$ cat src/rtl/fetch_stage_pkg.sv
// fetch_stage_pkg: shared fetch constants, F/D payload type and fetch-address fault check
package fetch_stage_pkg;
  localparam int WORD_W = 32;
  localparam int IM_WORDS = 4096;
  localparam logic [WORD_W-1:0] PC_RESET = 32'h0000_3000;
  localparam logic [WORD_W-1:0] NOP_WORD = 32'h0000_0000;
  localparam logic [WORD_W:0] PC_END = {1'b0, PC_RESET} + 33'(4 * IM_WORDS);
  typedef struct packed {
    logic [WORD_W-1:0] instr;
    logic [WORD_W-1:0] pc;
    logic              fault;
    logic              valid;
  } fd_t;
  localparam fd_t FD_RESET = '{instr: NOP_WORD, pc: PC_RESET, fault: 1'b0, valid: 1'b0};
  function automatic logic pc_fault(input logic [WORD_W-1:0] pc);
    return (pc[1:0] != 2'b00) || (pc < PC_RESET) || ({1'b0, pc} >= PC_END);
  endfunction
endpackage

$ cat src/rtl/fetch_stage_fd_reg.sv
// fd_reg: F/D pipeline register; clk, rst (sync, active-high), en, d (F side payload), q (D side payload)
module fd_reg
  import fetch_stage_pkg::*;
(
  input  logic clk,
  input  logic rst,
  input  logic en,
  input  fd_t  d,
  output fd_t  q
);
  always_ff @(posedge clk) begin
    if (rst) q <= FD_RESET;
    else if (en) q <= d;
  end
endmodule

$ cat src/rtl/fetch_stage.sv
// fetch_stage: MIPS F stage; clk, reset, stall, redirect_en/redirect_pc in, F_instr from IM; F_pc to IM; D_instr/D_pc/D_pc8/D_valid/D_fault to D; fetch_cnt advance counter
module fetch_stage
  import fetch_stage_pkg::*;
(
  input  logic              clk,
  input  logic              reset,
  input  logic              stall,
  input  logic              redirect_en,
  input  logic [WORD_W-1:0] redirect_pc,
  input  logic [WORD_W-1:0] F_instr,
  output logic [WORD_W-1:0] F_pc,
  output logic [WORD_W-1:0] D_instr,
  output logic [WORD_W-1:0] D_pc,
  output logic [WORD_W-1:0] D_pc8,
  output logic              D_valid,
  output logic              D_fault,
  output logic [WORD_W-1:0] fetch_cnt
);
  logic [WORD_W-1:0] pc_q;
  logic [WORD_W-1:0] cnt_q;
  logic              fault;
  fd_t               fd_d;
  fd_t               fd_q;
  assign fault = pc_fault(pc_q);
  assign fd_d = '{instr: fault ? NOP_WORD : F_instr, pc: pc_q, fault: fault, valid: 1'b1};
  // redirect is only honoured on an advancing cycle; D reasserts it after a stall
  always_ff @(posedge clk) begin
    if (reset) begin
      pc_q  <= PC_RESET;
      cnt_q <= '0;
    end else if (!stall) begin
      pc_q  <= redirect_en ? redirect_pc : pc_q + 32'd4;
      cnt_q <= cnt_q + 32'd1;
    end
  end
  fd_reg u_fd (
    .clk(clk),
    .rst(reset),
    .en (~stall),
    .d  (fd_d),
    .q  (fd_q)
  );
  assign F_pc      = pc_q;
  assign fetch_cnt = cnt_q;
  assign D_instr   = fd_q.instr;
  assign D_pc      = fd_q.pc;
  assign D_pc8     = fd_q.pc + 32'd8;
  assign D_valid   = fd_q.valid;
  assign D_fault   = fd_q.fault;
endmodule
$ cat config.mk
export PLATFORM = sky130hd
export DESIGN_NAME = fetch_stage
export DESIGN_NICKNAME = d
export VERILOG_FILES = /design/src/rtl/fetch_stage_pkg.sv /design/src/rtl/fetch_stage_fd_reg.sv /design/src/rtl/fetch_stage.sv
export SDC_FILE = /design/constraint.sdc
export NUM_CORES = 1
export LEC_CHECK = 0
export CELL_PAD_IN_SITES_DETAIL_PLACEMENT = 1
export CELL_PAD_IN_SITES_GLOBAL_PLACEMENT = 2
export CORE_ASPECT_RATIO = 1.1
export CORE_MARGIN = 2
export CORE_UTILIZATION = 24
export DETAILED_ROUTE_END_ITERATION = 16
export PLACE_DENSITY_LB_ADDON = 0.1
export SLEW_MARGIN = 20
export SYNTH_ARGS = -nofsm -noshare
export SYNTH_HDL_FRONTEND = slang
export SYNTH_HIERARCHICAL = 1
export SYNTH_SLANG_ARGS = --single-unit
$ cat constraint.sdc
create_clock -name clk -period 1.7 [get_ports clk]
set_clock_uncertainty 0.05 [all_clocks]
set_input_delay 0.34 -clock clk [delete_from_list [all_inputs] [get_ports clk]]
set_output_delay 0.34 -clock clk [all_outputs]
set_load 0.02 [all_outputs]
==> results of run 1 <==
flip-flops by register name, summed over array words and instances (netlist names):
| signal | count |
|---|---|
| u_fd/q | 66 |
| F_pc | 32 |
| fetch_cnt | 32 |
kinds of logic after synthesis:
group / share of synthesized area
simple gates: 0.2619
flops: 0.3812
compound gates: 0.08943
buf+inv: 0.08356
mux: 0.1043
xor+xnor: 0.07183
fa+ha+maj: 0.007330
other cells: 0.0005492
stage by stage:
step / power (mW) / cell area [um^2]
detailed placement: 4.626 / 10530
global route: 8.823 / 11760
CTS: 8.525 / 11420
floorplan: 3.966 / 7167
global placement: 4.620 / 10530
finish: 8.446 / 11760
layout make-up:
class | instances | area (um^2)
Fill cell | 3194 | 16110
Multi-Input combinational cell | 580 | 4354
Timing Repair Buffer | 398 | 3593
Sequential cell | 130 | 2704
Clock buffer | 19 | 464.2
Tap cell | 363 | 454.2
Clock inverter | 13 | 137.6
Inverter | 12 | 50.05
metal layers:
metal | global-route usage | up-vias | wire, um | share of wire
li1 | - | 3427 | - | -
met1 | 0.2285 | 3420 | 11920 | 0.45
met2 | 0.2924 | 144 | 12810 | 0.49
met3 | 0.03880 | 16 | 1237 | 0.047
met4 | 0.04000 | 2 | 250 | 0.0095
met5 | 0 | - | 11 | 0.00042
worst register-to-register path, stage by stage (launching register included):
cell	delay (ns)
dfxtp_4	0.37
nand2_1	0.10
or4_4	0.62
nor3_4	0.20
mux2i_1	0.23
a31oi_1	0.09
worst min-delay path by stage:
| stage | endpoint | slack, ns | cells past startpoint |
|---|---|---|---|
| floorplan | F_pc[0] | 0.41 | 2 |
| global placement | u_fd/q[43] | 0.42 | 2 |
| detailed placement | u_fd/q[38] | 0.44 | 2 |
| CTS | u_fd/q[3] | 0.21 | 2 |
| global route | u_fd/q[3] | 0.23 | 2 |
| finish | u_fd/q[3] | 0.24 | 2 |
timing repair:
action,CTS,global route
cloned,2,2
pin swaps,35,55
buffers inserted,16,15
gates resized for setup,394,104
setup endpoints to repair,197,110
power breakdown:
part | leakage (nW) | switching [mW] | internal, mW | total [mW]
clock | 0.296 | 1.61 | 2.20 | 3.81
combinational | 4.05 | 0.709 | 0.714 | 1.42
sequential | 1.08 | 0.0825 | 3.13 | 3.21
layout by cell type (no fill, tap or decap), types with 8 or more instances in the layout:
master,n
dfxtp_1,85
buf_4,155
clkdlybuf4s50_1,65
nand3_1,21
buf_12,9
o21ai_0,15
mux2i_1,68
and3_1,14
and2_4,21
xnor2_2,17
xor2_1,29
clkbuf_16,20
nor3_1,8
buf_6,28
clkbuf_2,8
nand4_1,26
dfxtp_4,18
nand2_1,39
nand3_2,10
nor2b_1,8
dfxtp_2,27
and2_1,16
a21oi_1,28
dlygate4sd2_1,98
clkdlybuf4s15_1,18
nand2_2,8
inv_1,10
nor2_1,120
==> qor.txt, run 1 <==
status -> finished, violations left
violated checks -> setup timing
CP Capture Point -> D_pc8[23]
fin cells -> 1515
post-synthesis cell area -> 6828 um^2
VDD IR max -> 0.0004746 V
Max H-tree Level -> 4
via count -> 7009
num ports -> 230
syn_area_per_cell -> 8.513 um^2
CP arrival -> 2.00 ns
Hold Violations, Final -> 0
gr ovfl total -> 0
setup TNS -> -14.78 ns
largest cells by area after synthesis -> dfxtp_1 38%, mux2i_1 10%, nor2_1 7.0%
TritonCTS clock tree -> yes
Yosys top cell area share -> 0.3812
IO Port Bufs -> 229
Rows -> 64
final setup vio count -> 63
worst min path class -> input pin to flip-flop
reg2reg end -> F_pc[31]
DRT Pass-1 Iters -> 4
Final GP Congestion -> 0.7576
vias in the first global route -> 7096
Worst Path Buf+Inv -> 2
commonest cells in the netlist -> 130 x dfxtp_1, 127 x nor2_1, 70 x mux2i_1
DRC viols -> 0
global-route wire length before repair -> 40750 um
crit end category -> primary output
Final Max Tran Viols -> 0
Final Routed Wirelength -> 26230 um
initial antenna violation count -> 1
slowest stage delay, CP -> 0.36 ns
worst setup path category -> flip-flop to primary output
Power Dens Cells -> 718.4 nW/um^2
routed vias/inst -> 4.626
pre-CTS WS -> -0.7722 ns
worst setup margin -> -0.6858 ns
RSZ-0062 raised after global routing -> yes
gr usage total -> 0.1748
DR WL/cell -> 17.31 um
Worst Setup Start Kind -> flip-flop
Final nets -> 1211
Netlist cell types -> 58
WP data required -> 1.31 ns
YS warnings -> 6
ANT cells -> 0
post-layout util -> 0.4219
clock sink count -> 130
Synth Net Count -> 874
Floorplan Core Area -> 27870 um^2
CP Cell Sequence -> nand4_1, buf_4, or3_4, nor2_4, nand3_2, xnor2_4, buf_4
Crit path max-delay family -> simple AND/OR/NAND/NOR gates
die area -> 29820 um^2
clock buffer depth -> 2
critical path's slowest cell -> or3_4
fraction of registers with async set/reset -> 0
Final ANT Viol Nets -> 0
worst setup path start -> u_fd/q[12]
largest net degree at the start of global routing -> 51
DP Wirelength -> 18970 um
most used cell, CP -> buf_4
fmax -> 419.1 MHz
Chip Height -> 180.9 um
min Tclk post-route -> 2.386 ns
Reg clk slew, reported paths -> 0.07 ns
layout cells sized above 1 -> 0.3602
cts hold-fix bufs -> 0
sequential area share after synthesis -> 0.3812
Initial Util -> 0.2450
static leakage -> 5.424 nW
cells after synthesis -> 802
detailed router's first-iteration violation count -> 284
worst r2r src -> F_pc[7]
Inserted Clock Buffers -> 17
Max-cap violations -> 0
Die W -> 164.8 um
cell total after placement -> 1454
flop2flop setup slack -> -0.09 ns
clock root buffer -> clkbuf_16
#FFs+latches synth -> 130
Top FF cell, synth -> dfxtp_1
Hold Worst Slack -> 0.2356 ns
number of flops mapped to enable cells by yosys -> 0
area leader, netlist -> dfxtp_1
cell count of the worst reg-to-reg path -> 5
most numerous cell in the Yosys netlist -> dfxtp_1
crit share post-route -> 1.403
Crit path depth -> 7
Hold Startpoint -> reset
worst-path fanout max -> 3
Layout area overhead -> 72.20%
Worst-Skew Late Latency -> 0.43 ns
(Power assumes the default switching activity.)
==> run 2, diff against run 1 <==
Settings changed: CTS_CLUSTER_DIAMETER set to 150.
==> results of run 2 <==
Same layout as run 1: the final DEF is identical, and so are final timing and power.
